## config.mk

```make
export PLATFORM = sky130hd
export DESIGN_NAME = peripheral_pipelined_adder
export DESIGN_NICKNAME = d
export VERILOG_FILES = /design/src/rtl/peripheral_pipelined_adder.sv
export SDC_FILE = /design/constraint.sdc
export NUM_CORES = 1
export LEC_CHECK = 0
export CORE_MARGIN = 2
export CORE_UTILIZATION = 47
export CTS_BUF_LIST = sky130_fd_sc_hd__clkbuf_16
export DETAILED_ROUTE_END_ITERATION = 12
export GPL_ROUTABILITY_DRIVEN = 1
export PLACE_DENSITY = 0.75
export SYNTH_ARGS = -nofsm -noshare
export SYNTH_HDL_FRONTEND = slang
export SYNTH_SLANG_ARGS = --single-unit
```

## constraint.sdc

```tcl
create_clock -name clk -period 3.6 [get_ports clk]
set_clock_uncertainty 0.1 [all_clocks]
set_input_delay 0.72 -clock clk [delete_from_list [all_inputs] [get_ports clk]]
set_output_delay 0.72 -clock clk [all_outputs]
set_load 0.01 [all_outputs]
```

## src/rtl/peripheral_pipelined_adder.sv

```systemverilog
`default_nettype none
// ============================================================================
// Module   : peripheral_pipelined_adder
// Brief    : Pipelined add/subtract unit. The carry chain is split into STAGES
//            registered segments, with valid/ready handshakes on both sides.
// Revision : 1.0 - initial release
// ============================================================================
module peripheral_pipelined_adder #(
    parameter int WIDTH  = 32,  // must be divisible by STAGES
    parameter int STAGES = 2,   // >= 1
    parameter int TAG_W  = 4
) (
    input  logic               clk,
    input  logic               reset,
    input  logic               in_valid,
    output logic               in_ready,
    input  logic               op,
    input  logic [WIDTH-1:0]   x,
    input  logic [WIDTH-1:0]   y,
    input  logic               cin,
    input  logic [TAG_W-1:0]   tag_in,
    output logic               out_valid,
    input  logic               out_ready,
    output logic [WIDTH-1:0]   sum,
    output logic               cout,
    output logic               ovf,
    output logic [TAG_W-1:0]   tag_out
);

    localparam int C_SEG  = WIDTH / STAGES;
    localparam int C_LAST = STAGES - 1;

    // Stage registers: operands travel with the partial sum so later stages
    // can resolve their own segment.
    logic               r_v   [STAGES];
    logic               r_op  [STAGES];
    logic               r_c   [STAGES];
    logic [WIDTH-1:0]   r_x   [STAGES];
    logic [WIDTH-1:0]   r_y   [STAGES];
    logic [WIDTH-1:0]   r_s   [STAGES];
    logic [TAG_W-1:0]   r_tag [STAGES];
    logic               r_cout;
    logic               r_ovf;

    logic               w_load [STAGES];
    logic               w_sv   [STAGES];
    logic               w_sop  [STAGES];
    logic               w_sc   [STAGES];
    logic [WIDTH-1:0]   w_sx   [STAGES];
    logic [WIDTH-1:0]   w_sy   [STAGES];
    logic [WIDTH-1:0]   w_ss   [STAGES];
    logic [TAG_W-1:0]   w_stag [STAGES];
    logic [C_SEG:0]     w_seg  [STAGES];
    logic [WIDTH-1:0]   w_ns   [STAGES];
    logic               w_c_msb;
    logic               w_c_out;

    always_comb begin
        // Subtract is folded into the operands so every stage is a plain adder.
        w_sv[0]   = in_valid;
        w_sop[0]  = op;
        w_sx[0]   = x;
        w_sy[0]   = op ? ~y : y;
        w_sc[0]   = op ? ~cin : cin;
        w_ss[0]   = '0;
        w_stag[0] = tag_in;
        for (int k = 1; k < STAGES; k++) begin
            w_sv[k]   = r_v[k-1];
            w_sop[k]  = r_op[k-1];
            w_sx[k]   = r_x[k-1];
            w_sy[k]   = r_y[k-1];
            w_sc[k]   = r_c[k-1];
            w_ss[k]   = r_s[k-1];
            w_stag[k] = r_tag[k-1];
        end
        for (int k = 0; k < STAGES; k++) begin
            w_seg[k] = {1'b0, w_sx[k][k*C_SEG +: C_SEG]}
                     + {1'b0, w_sy[k][k*C_SEG +: C_SEG]}
                     + {{C_SEG{1'b0}}, w_sc[k]};
            w_ns[k] = w_ss[k];
            w_ns[k][k*C_SEG +: C_SEG] = w_seg[k][C_SEG-1:0];
        end
        // A stage may load when empty or when its successor drains it.
        w_load[C_LAST] = ~r_v[C_LAST] | out_ready;
        for (int k = C_LAST - 1; k >= 0; k--) begin
            w_load[k] = ~r_v[k] | w_load[k+1];
        end
        // Carry into the MSB recovered from the MSB sum bit and its operands.
        w_c_msb = w_seg[C_LAST][C_SEG-1] ^ w_sx[C_LAST][WIDTH-1] ^ w_sy[C_LAST][WIDTH-1];
        w_c_out = w_seg[C_LAST][C_SEG];
    end

    assign in_ready = w_load[0] & ~reset;

    always_ff @(posedge clk) begin
        if (reset) begin
            for (int k = 0; k < STAGES; k++) begin
                r_v[k]   <= 1'b0;
                r_op[k]  <= 1'b0;
                r_c[k]   <= 1'b0;
                r_x[k]   <= '0;
                r_y[k]   <= '0;
                r_s[k]   <= '0;
                r_tag[k] <= '0;
            end
            r_cout <= 1'b0;
            r_ovf  <= 1'b0;
        end else begin
            for (int k = 0; k < STAGES; k++) begin
                if (w_load[k]) begin
                    r_v[k] <= w_sv[k];
                    if (w_sv[k]) begin
                        r_op[k]  <= w_sop[k];
                        r_c[k]   <= w_seg[k][C_SEG];
                        r_x[k]   <= w_sx[k];
                        r_y[k]   <= w_sy[k];
                        r_s[k]   <= w_ns[k];
                        r_tag[k] <= w_stag[k];
                    end
                end
            end
            if (w_load[C_LAST] && w_sv[C_LAST]) begin
                r_cout <= w_c_out ^ w_sop[C_LAST];
                r_ovf  <= w_c_msb ^ w_c_out;
            end
        end
    end

    assign out_valid = r_v[C_LAST];
    assign sum       = r_s[C_LAST];
    assign cout      = r_cout;
    assign ovf       = r_ovf;
    assign tag_out   = r_tag[C_LAST];

endmodule
`default_nettype wire

```

Word level (Yosys, flattened, before mapping)
Memories as Yosys holds them, arrays and structs flattened.
Cells that the tools add are included.
Cells by class
  add/subtract/negate cells: 4
  multiplexer cells: 32
  bitwise gates (word level): 26
  reduce and logical (&&, ||, !) cells: 1
Operators with widths (number)
  $mux W32: 7
  $add A16 B16 Y17: 2
  $add A17 B1 Y17: 2
  $not A32 Y32: 1
  $mux W1: 23
  $or A1 B1 Y1: 16
  $mux W4: 2
  $not A1 Y1: 4
  $xor A1 B1 Y1: 4
  $and A1 B1 Y1: 1
  $logic_and A1 B1 Y1: 1
Storage, ports and cells
  register bits: 2
  memory bits (writable): 206
  input bits: 74
  output and inout port bits: 40
  memories kept: 7
Memory list
  r_s: words 2, bits a word 32, read ports 2, clocked after memory_dff 0, write ports 2, RTL line 40  | logic [WIDTH-1:0] r_s [STAGES];
  r_x: words 2, bits a word 32, read ports 1, clocked after memory_dff 0, write ports 2, RTL line 38  | logic [WIDTH-1:0] r_x [STAGES];
  r_y: words 2, bits a word 32, read ports 1, clocked after memory_dff 0, write ports 2, RTL line 39  | logic [WIDTH-1:0] r_y [STAGES];
  r_tag: words 2, bits a word 4, read ports 2, clocked after memory_dff 0, write ports 2, RTL line 41  | logic [TAG_W-1:0] r_tag [STAGES];
  r_c: words 2, bits a word 1, read ports 1, clocked after memory_dff 0, write ports 2, RTL line 37  | logic r_c [STAGES];
  r_op: words 2, bits a word 1, read ports 1, clocked after memory_dff 0, write ports 2, RTL line 36  | logic r_op [STAGES];
  +1 memories

Logic depth before layout (Yosys ltp)
Gate-level depths: netlist of the first run.
An unclocked memory read counts as a cell.
  word-level depth: 8
  depth in mapped cells: 13
  gate-level depth less buffers: 11

Worst setup path before layout of the first run
No wires, ideal clock.
  path kind: input-to-reg
  start point: in op
  end point: mem r_s[0][14] (data pin)
  setup time: 0.264 ns
  arrival time: 3.382 ns
  required time: 3.236 ns
  slack: -0.145 ns
  stages: 13
  path through: clkbuf_1 clkbuf_1 xor2_1 fa_1 inv_1 fa_1 nor2b_1 o21ai_1 a21boi_1 o21ai_1 o31ai_1 a31oi_1 mux2i_1
RTL lines
  from (decl): RTL line 17  | input logic op,
  to (decl): RTL line 40

==> metrics.md, run 1 <==
| Metric | Value |
|---|---|
| Hold slack | `0.359 ns` |
| Netlist cell types | `50` |
| Hold Startpoint | `ovf` |
| FF-to-FF End | `r_s[0][62]` |
| Yosys Warn Count | `0` |
| Average size of a mapped cell | `11.6 um2` |
| Power share of the clock group | `27.9%` |
| Most common cell in the netlist | `edfxtp_1` |
| Worst slew pin tran | `0.918 ns` |
| Min-Delay Path Class | `reg2reg` |
| Startpoint types | `primary input` |
| Largest net degree at the start of global routing | `38` |
| Worst-path clk slew | `0.06 ns` |
| Leak pwr | `2.69 nW` |
| Crit path time final | `3.30 ns` |
| Req. time, crit path | `3.59 ns` |
| TritonRoute pass-1 iters | `4` |
| Max-slew violations | `0` |
| Internal cell power | `0.00217 W` |
| CTS resizes | `0` |
| First-pass GRT wire length | `16300 um` |
| Final Power | `0.00292 W` |
| Sequential share of the synthesized area | `51.8%` |
| Top Ports | `114` |
| Sequential share of power | `47.1%` |
| Sw power | `0.000753 W` |
| Flops & latches, synth | `94` |
| Post-route ant nets | `0` |
| DR vias | `3499` |
| Highest clock rate | `303 MHz` |
| Antenna diode instance count | `0` |
| Dominant cell type by area after synthesis | `edfxtp_1` |
| Place WS | `-0.0546 ns` |
| Main synth FF type | `edfxtp_1` |
| R2r setup slk | `0.81 ns` |
| DR iter-0 viols | `145` |
| DRC | `0` |
| Initial Util | `47.8%` |
| Synth top area share | `51.0%` |
| GPL Wtd Cong | `0.788` |
| Status | `finished, final reports clean` |
| TritonCTS clock tree | `done` |
| EDFF count, synth | `92` |
| Setup Crit Path Kind | `in2reg` |
| Slew margin rel. | `38.8%` |
| Worst-path fanout max | `3` |
| Initial antenna violation count | `0` |
| Tcrit/Tclk final | `91.7%` |
| Clock Path Buffers | `2` |
| Hold endpoint | `ovf` |
| Net Count, Synth | `576` |
| Logic pwr share | `25.0%` |
| Crit. End Element | `register` |
| # Max-Cap Violations | `0` |
| RSZ-0062 raised after global routing | `false` |
| Die Span Y | `111 um` |
| Die width | `111 um` |
| H-Tree Level Count | `3` |
| Hold Violations, Final | `0` |
| Overflow after GRT | `0` |
| GRT Resource Usage Total | `16.7%` |
| Pwr/cell area | `434 mW/mm2` |
| Insertion delay to the later sink of the worst-skew pair | `0.34 ns` |
| Post-CTS Hold Fix Bufs | `0` |
| Commonest cells post-synth | `edfxtp_1 (92), nor2_1 (54), and2_1 (45)` |
| Placed Area | `0.00649 mm2` |
| Core area | `0.0113 mm2` |
| Area growth, synth to finish | `24.5%` |
| Cells on Worst Hold Path | `2` |
| Final WL | `10000 um` |
| Final setup fails | `0` |
| Max VDD drop | `220 uV` |
| CTS root buf | `clkbuf_16` |
| Layout Nets | `660` |
| Vias in the first global route | `3462` |
| Share of layout cells above drive strength 1 | `5.76%` |
| Post-CTS setup buffers | `0` |
| Via density | `5.01` |
| Sum Neg Setup Slack | `0 ns` |
| Post-route worst setup slack | `0.300 ns` |
| Port bufs | `113` |
| Clk sinks | `94` |
| Post-route cell area | `0.00674 mm2` |
| Hpwl dp | `7400 um` |
| Site Rows | `39` |
| Synth area leaders | `edfxtp_1 (51%), ha_1 (6.9%), and2_1 (5.2%)` |
| Cts bufs inserted | `9` |
| Ys async rst share | `0%` |
| Reg2reg start | `r_c[0]` |
| Die Area | `0.0124 mm2` |
| Cells after Synth | `468` |
| Sw frac | `25.7%` |
| WP data arrival | `3.29 ns` |
| Reg2Reg Depth | `11` |
| Mapped Area | `0.00541 mm2` |
| DR WL/cell | `14.3 um` |
==> critical path, cell delays in order <==
cell and delay, ns:
clkdlybuf4s50_1 0.47, xor2_1 0.20, fa_1 0.22, inv_1 0.06, fa_1 0.38, nor2b_1 0.16, o21ai_1 0.10, a21boi_1 0.19
o21ai_1 0.14, o31ai_1 0.33, a31oi_1 0.18, mux2i_1 0.14
==> power groups by stage <==
stage	clock network (W)	registers, W	logic [W]
after floorplan	0	0.00139	0.000511
after global placement	0	0.00140	0.000709
after detailed placement	0	0.00140	0.000729
after CTS	0.000831	0.00138	0.000733
after global routing	0.000878	0.00139	0.000805
final	0.000817	0.00138	0.000731
==> logic make-up (layout without fill, tap and decap cells) <==
family                   Yosys count  count (layout)  share of synthesized area [%]
buffers and inverters             64             152                           6.98
flip-flops                        94              94                           51.8
AO/OA/AOI/OAI                     76              76                           10.2
multiplexers                       2               2                          0.370
AND/OR/NAND/NOR                  140             140                           12.8
XOR/XNOR                          58              58                           9.52
adder cells (fa/ha/maj)           34              34                           8.41
==> cell usage in the layout, fill, tap and decap left out, types with 10 or more instances in the layout <==
cell type,count
xnor2_1,30
a21o_1,11
nand2_1,17
a21oi_1,10
edfxtp_1,92
clkdlybuf4s50_1,112
ha_1,30
inv_1,18
xor2_1,27
nor2_1,53
and2_1,45
==> area by class of cell <==
cell class | instances | area, um2
fillers | 933 | 4580
flip-flops and latches | 94 | 2800
multi-input cells | 310 | 2240
repair buffers | 122 | 1210
clock buffers | 9 | 225
well taps | 143 | 179
inverters | 15 | 56.3
clock inverters | 6 | 23.8
==> layer usage <==
| layer | vias up | GRT usage, % | wire length, um |
|---|---|---|---|
| li1 | 1769 | - | - |
| met1 | 1611 | 19.5 | 4070 |
| met2 | 96 | 29.3 | 5100 |
| met3 | 23 | 2.13 | 441 |
| met4 | 0 | 10.1 | 376 |
| met5 | - | 0 | 0 |
==> how the worst max path moves through the flow <==
stage | startpoint | end | slack, ns | cells after the start
detailed placement | y[0] | r_s[0][14] | -0.05 | 12
global placement | y[0] | r_s[0][14] | -0.03 | 12
finish | y[0] | r_s[0][14] | 0.30 | 12
CTS | y[0] | r_s[0][14] | 0.30 | 12
global route | cin | r_s[0][14] | 0.05 | 12
floorplan | op | r_s[0][14] | 0.005 | 13
==> flip-flops by register name, summed over array words and instances (netlist names) <==
signal	flops
cout	1
ovf	1
r_c	1
r_op	1
r_s	48
r_tag	8
r_v	2
r_x	16
r_y	16
==> metrics by stage <==
step	util (%)	std cells
2_1_floorplan	-	468
3_3_place_gp	57.3	684
3_5_place_dp	57.3	684
4_1_cts	59.5	699
5_1_grt	59.5	699
6_report	59.5	699
Note: power is estimated with default switching activity, not from simulation.
==> inputs of run 2 (changes only) <==
- CORE_UTILIZATION: 47 -> 48
- CTS_BUF_LIST: sky130_fd_sc_hd__clkbuf_16 -> sky130_fd_sc_hd__clkbuf_4 sky130_fd_sc_hd__clkbuf_8
- PLACE_DENSITY: 0.75 -> 0.77
- RECOVER_POWER: not set -> 50
- SETUP_SLACK_MARGIN: not set -> 0.05
==> metrics.md, run 2 (synthesis gave the netlist of run 1 again) <==
| Metric | Value |
|---|---|
| Status | `finished, final reports clean (unchanged)` |
| Crit. End Element | `register (unchanged)` |
| Post-CTS Hold Fix Bufs | `0 (unchanged)` |
| Core area | `0.0109 mm2 (was 0.0113 mm2)` |
| Tcrit/Tclk final | `93.3% (was 91.7%)` |
| Most frequent cells in the layout | `edfxtp_1 (92), clkdlybuf4s50_1 (72), nor2_1 (53) (was clkdlybuf4s50_1 (112), edfxtp_1 (92), nor2_1 (53))` |
| Post-route ant nets | `0 (unchanged)` |
| Die Area | `0.0121 mm2 (was 0.0124 mm2)` |
| Place WS | `-0.0925 ns (was -0.0546 ns)` |
| Most common cell after layout, fill and taps aside | `edfxtp_1 (was clkdlybuf4s50_1)` |
| Multi-input logic area | `0.00224 mm2 (about the same)` |
| Reg with most FFs | `r_s (unchanged)` |
| Final setup fails | `0 (unchanged)` |
| GRT Resource Usage Total | `17.4% (was 16.7%)` |
| Initial Util | `49.5% (was 47.8%)` |
| Sum Neg Setup Slack | `0 ns (unchanged)` |
| Layout Nets | `659 (was 660)` |
| Crit path time final | `3.36 ns (was 3.30 ns)` |
| R2r setup slk | `0.79 ns (was 0.81 ns)` |
| Register area | `0.00280 mm2 (unchanged)` |
| Slew margin rel. | `25.9% (was 38.8%)` |
| Area growth, synth to finish | `22.4% (was 24.5%)` |
| Req. time, crit path | `3.60 ns (was 3.59 ns)` |
| Power share of the clock group | `22.4% (was 27.9%)` |
| Sw power | `0.000726 W (was 0.000753 W)` |
| Logic pwr share | `26.5% (was 25.0%)` |
| Hold slack | `0.371 ns (was 0.359 ns)` |
| Sw frac | `27.0% (was 25.7%)` |
| CTS root buf | `clkbuf_8 (was clkbuf_16)` |
| Site Rows | `38 (was 39)` |
| Crit path depth | `12 (unchanged)` |
| H-Tree Level Count | `3 (unchanged)` |
| Via density | `5.01 (about the same)` |
| Overflow after GRT | `0 (unchanged)` |
| TritonCTS clock tree | `done (unchanged)` |
| Post-route cell area | `0.00663 mm2 (was 0.00674 mm2)` |
| GPL Wtd Cong | `0.787 (was 0.788)` |
| Max reg flops | `48 (unchanged)` |
| Critical path cell sequence | `clkdlybuf4s50_1, xor2_1, fa_1, inv_1, fa_1, nor2b_1, o21ai_1, a21boi_1, o21ai_1, o31ai_1, a31oi_1, mux2i_1 (unchanged)` |
| Hold endpoint | `ovf (unchanged)` |
| Fillers | `890 (was 933)` |
| Cells on Worst Hold Path | `2 (unchanged)` |
| Highest clock rate | `298 MHz (was 303 MHz)` |
| Vias in the first global route | `3430 (was 3462)` |
| CP max stage delay | `0.47 ns (about the same)` |
| CTS resizes | `0 (unchanged)` |
| Antenna diode instance count | `0 (unchanged)` |
| Top Ports | `114 (unchanged)` |
| RSZ-0062 raised after global routing | `false (unchanged)` |
| WP data arrival | `3.36 ns (was 3.29 ns)` |
| Max VDD drop | `173 uV (was 220 uV)` |
| First-pass GRT wire length | `15800 um (was 16300 um)` |
| Max-slew violations | `0 (unchanged)` |
| DR iter-0 viols | `157 (was 145)` |
| Worst slew pin tran | `1.11 ns (was 0.918 ns)` |
| Worst-path fanout max | `3 (unchanged)` |
| Internal cell power | `0.00196 W (was 0.00217 W)` |
| Reg2reg start | `r_c[0] (unchanged)` |
| Hold Violations, Final | `0 (unchanged)` |
| Final WL | `10000 um (about the same)` |
| # Max-Cap Violations | `0 (unchanged)` |
| FF-to-FF End | `r_s[0][62] (unchanged)` |
| Largest registers | `r_s: 48 flops, r_x: 16 flops, r_y: 16 flops (unchanged)` |
| CP max stage cell | `clkdlybuf4s50_1 (unchanged)` |
| Min-Delay Path Class | `reg2reg (unchanged)` |
| Insertion delay to the later sink of the worst-skew pair | `0.35 ns (was 0.34 ns)` |
| Crit-path leading delay family | `compound AO/OA/AOI/OAI gates (unchanged)` |
| Die width | `110 um (was 111 um)` |
| Reg2Reg Depth | `11 (unchanged)` |
| TritonRoute pass-1 iters | `4 (unchanged)` |
| Initial antenna violation count | `0 (unchanged)` |
| Final Power | `0.00268 W (was 0.00292 W)` |
| Post-CTS setup buffers | `0 (unchanged)` |
| Share of layout cells above drive strength 1 | `5.58% (was 5.76%)` |
| CP bufs+invs | `2 (unchanged)` |
| Largest net degree at the start of global routing | `50 (was 38)` |
| Sequential share of power | `51.1% (was 47.1%)` |
| Startpoint types | `primary input (unchanged)` |
| DR WL/cell | `14.4 um (was 14.3 um)` |
| Hpwl dp | `7600 um (was 7400 um)` |
| DR vias | `3490 (was 3499)` |
| DRC | `0 (unchanged)` |
| Post-route worst setup slack | `0.240 ns (was 0.300 ns)` |
| Clk sinks | `94 (unchanged)` |
| Pwr/cell area | `405 mW/mm2 (was 434 mW/mm2)` |
| Cts bufs inserted | `9 (unchanged)` |
| Clock Path Buffers | `2 (unchanged)` |
| Port bufs | `113 (unchanged)` |
| Die Span Y | `110 um (was 111 um)` |
| Hold Startpoint | `ovf (unchanged)` |
| Leak pwr | `2.69 nW (about the same)` |
| Setup Crit Path Kind | `in2reg (unchanged)` |
| Worst-path clk slew | `0.09 ns (was 0.06 ns)` |
| Placed Area | `0.00648 mm2 (was 0.00649 mm2)` |
run 2: cell count changes in the layout (fill, tap and decap cells not counted), sizes merged:
cell,previous run,this run
clkdlybuf4s50,112,72
clkbuf,9,14
dlygate4sd3,0,40
buf,10,6
inv,18,15
clkinv,3,5
run 2: final cells by class:
| cell class | count | share of cell area (%) |
|---|---|---|
| Clock buffer | 11 | 2.10 |
| Clock inverter | 5 | 0.396 |
| Inverter | 15 | 0.849 |
| Multi-Input combinational cell | 310 | 33.8 |
| Sequential cell | 94 | 42.3 |
| Tap cell | 140 | 2.64 |
| Timing Repair Buffer | 121 | 17.9 |
run 2: per-stage QoR:
step,std cells,utilization (%)
after floorplan,468,-
after global placement,680,59.2
after detailed placement,680,59.2
after CTS,696,60.7
after global routing,696,60.6
final,696,60.6
run 2: power by group through the flow:
stage / combinational, W / clock (W) / sequential, W
6_report: 0.000710 / 0.000602 / 0.00137
5_1_grt: 0.000787 / 0.000663 / 0.00138
4_1_cts: 0.000733 / 0.000620 / 0.00138
3_5_place_dp: 0.000729 / 0 / 0.00140
3_3_place_gp: 0.000708 / 0 / 0.00140
2_1_floorplan: 0.000513 / 0 / 0.00139
run 2: worst max path at each step:
stage                  to  start  slack (ns)
2_1_floorplan  r_s[0][14]     op        0.07
3_3_place_gp   r_s[0][14]   y[0]       -0.04
3_5_place_dp   r_s[0][14]   y[0]       -0.09
4_1_cts        r_s[0][14]   y[0]        0.28
5_1_grt        r_s[0][14]   y[0]        0.16
6_report       r_s[0][14]   y[0]        0.24
run 2: worst min-delay path, delay by kind of cell (launching register included):
| kind | cells | cell delay, ns |
|---|---|---|
| buffers and inverters | 1 | 0.05 |
| DFF | 1 | 0.32 |
| AOI/OAI and AO/OA | 1 | 0.06 |
run 2: routing by layer:
layer  wire, um  GRT usage [%]
met1       4020           19.5
met2       5450           32.0
met3        398           2.47
met4        172           8.93
met5          0              0
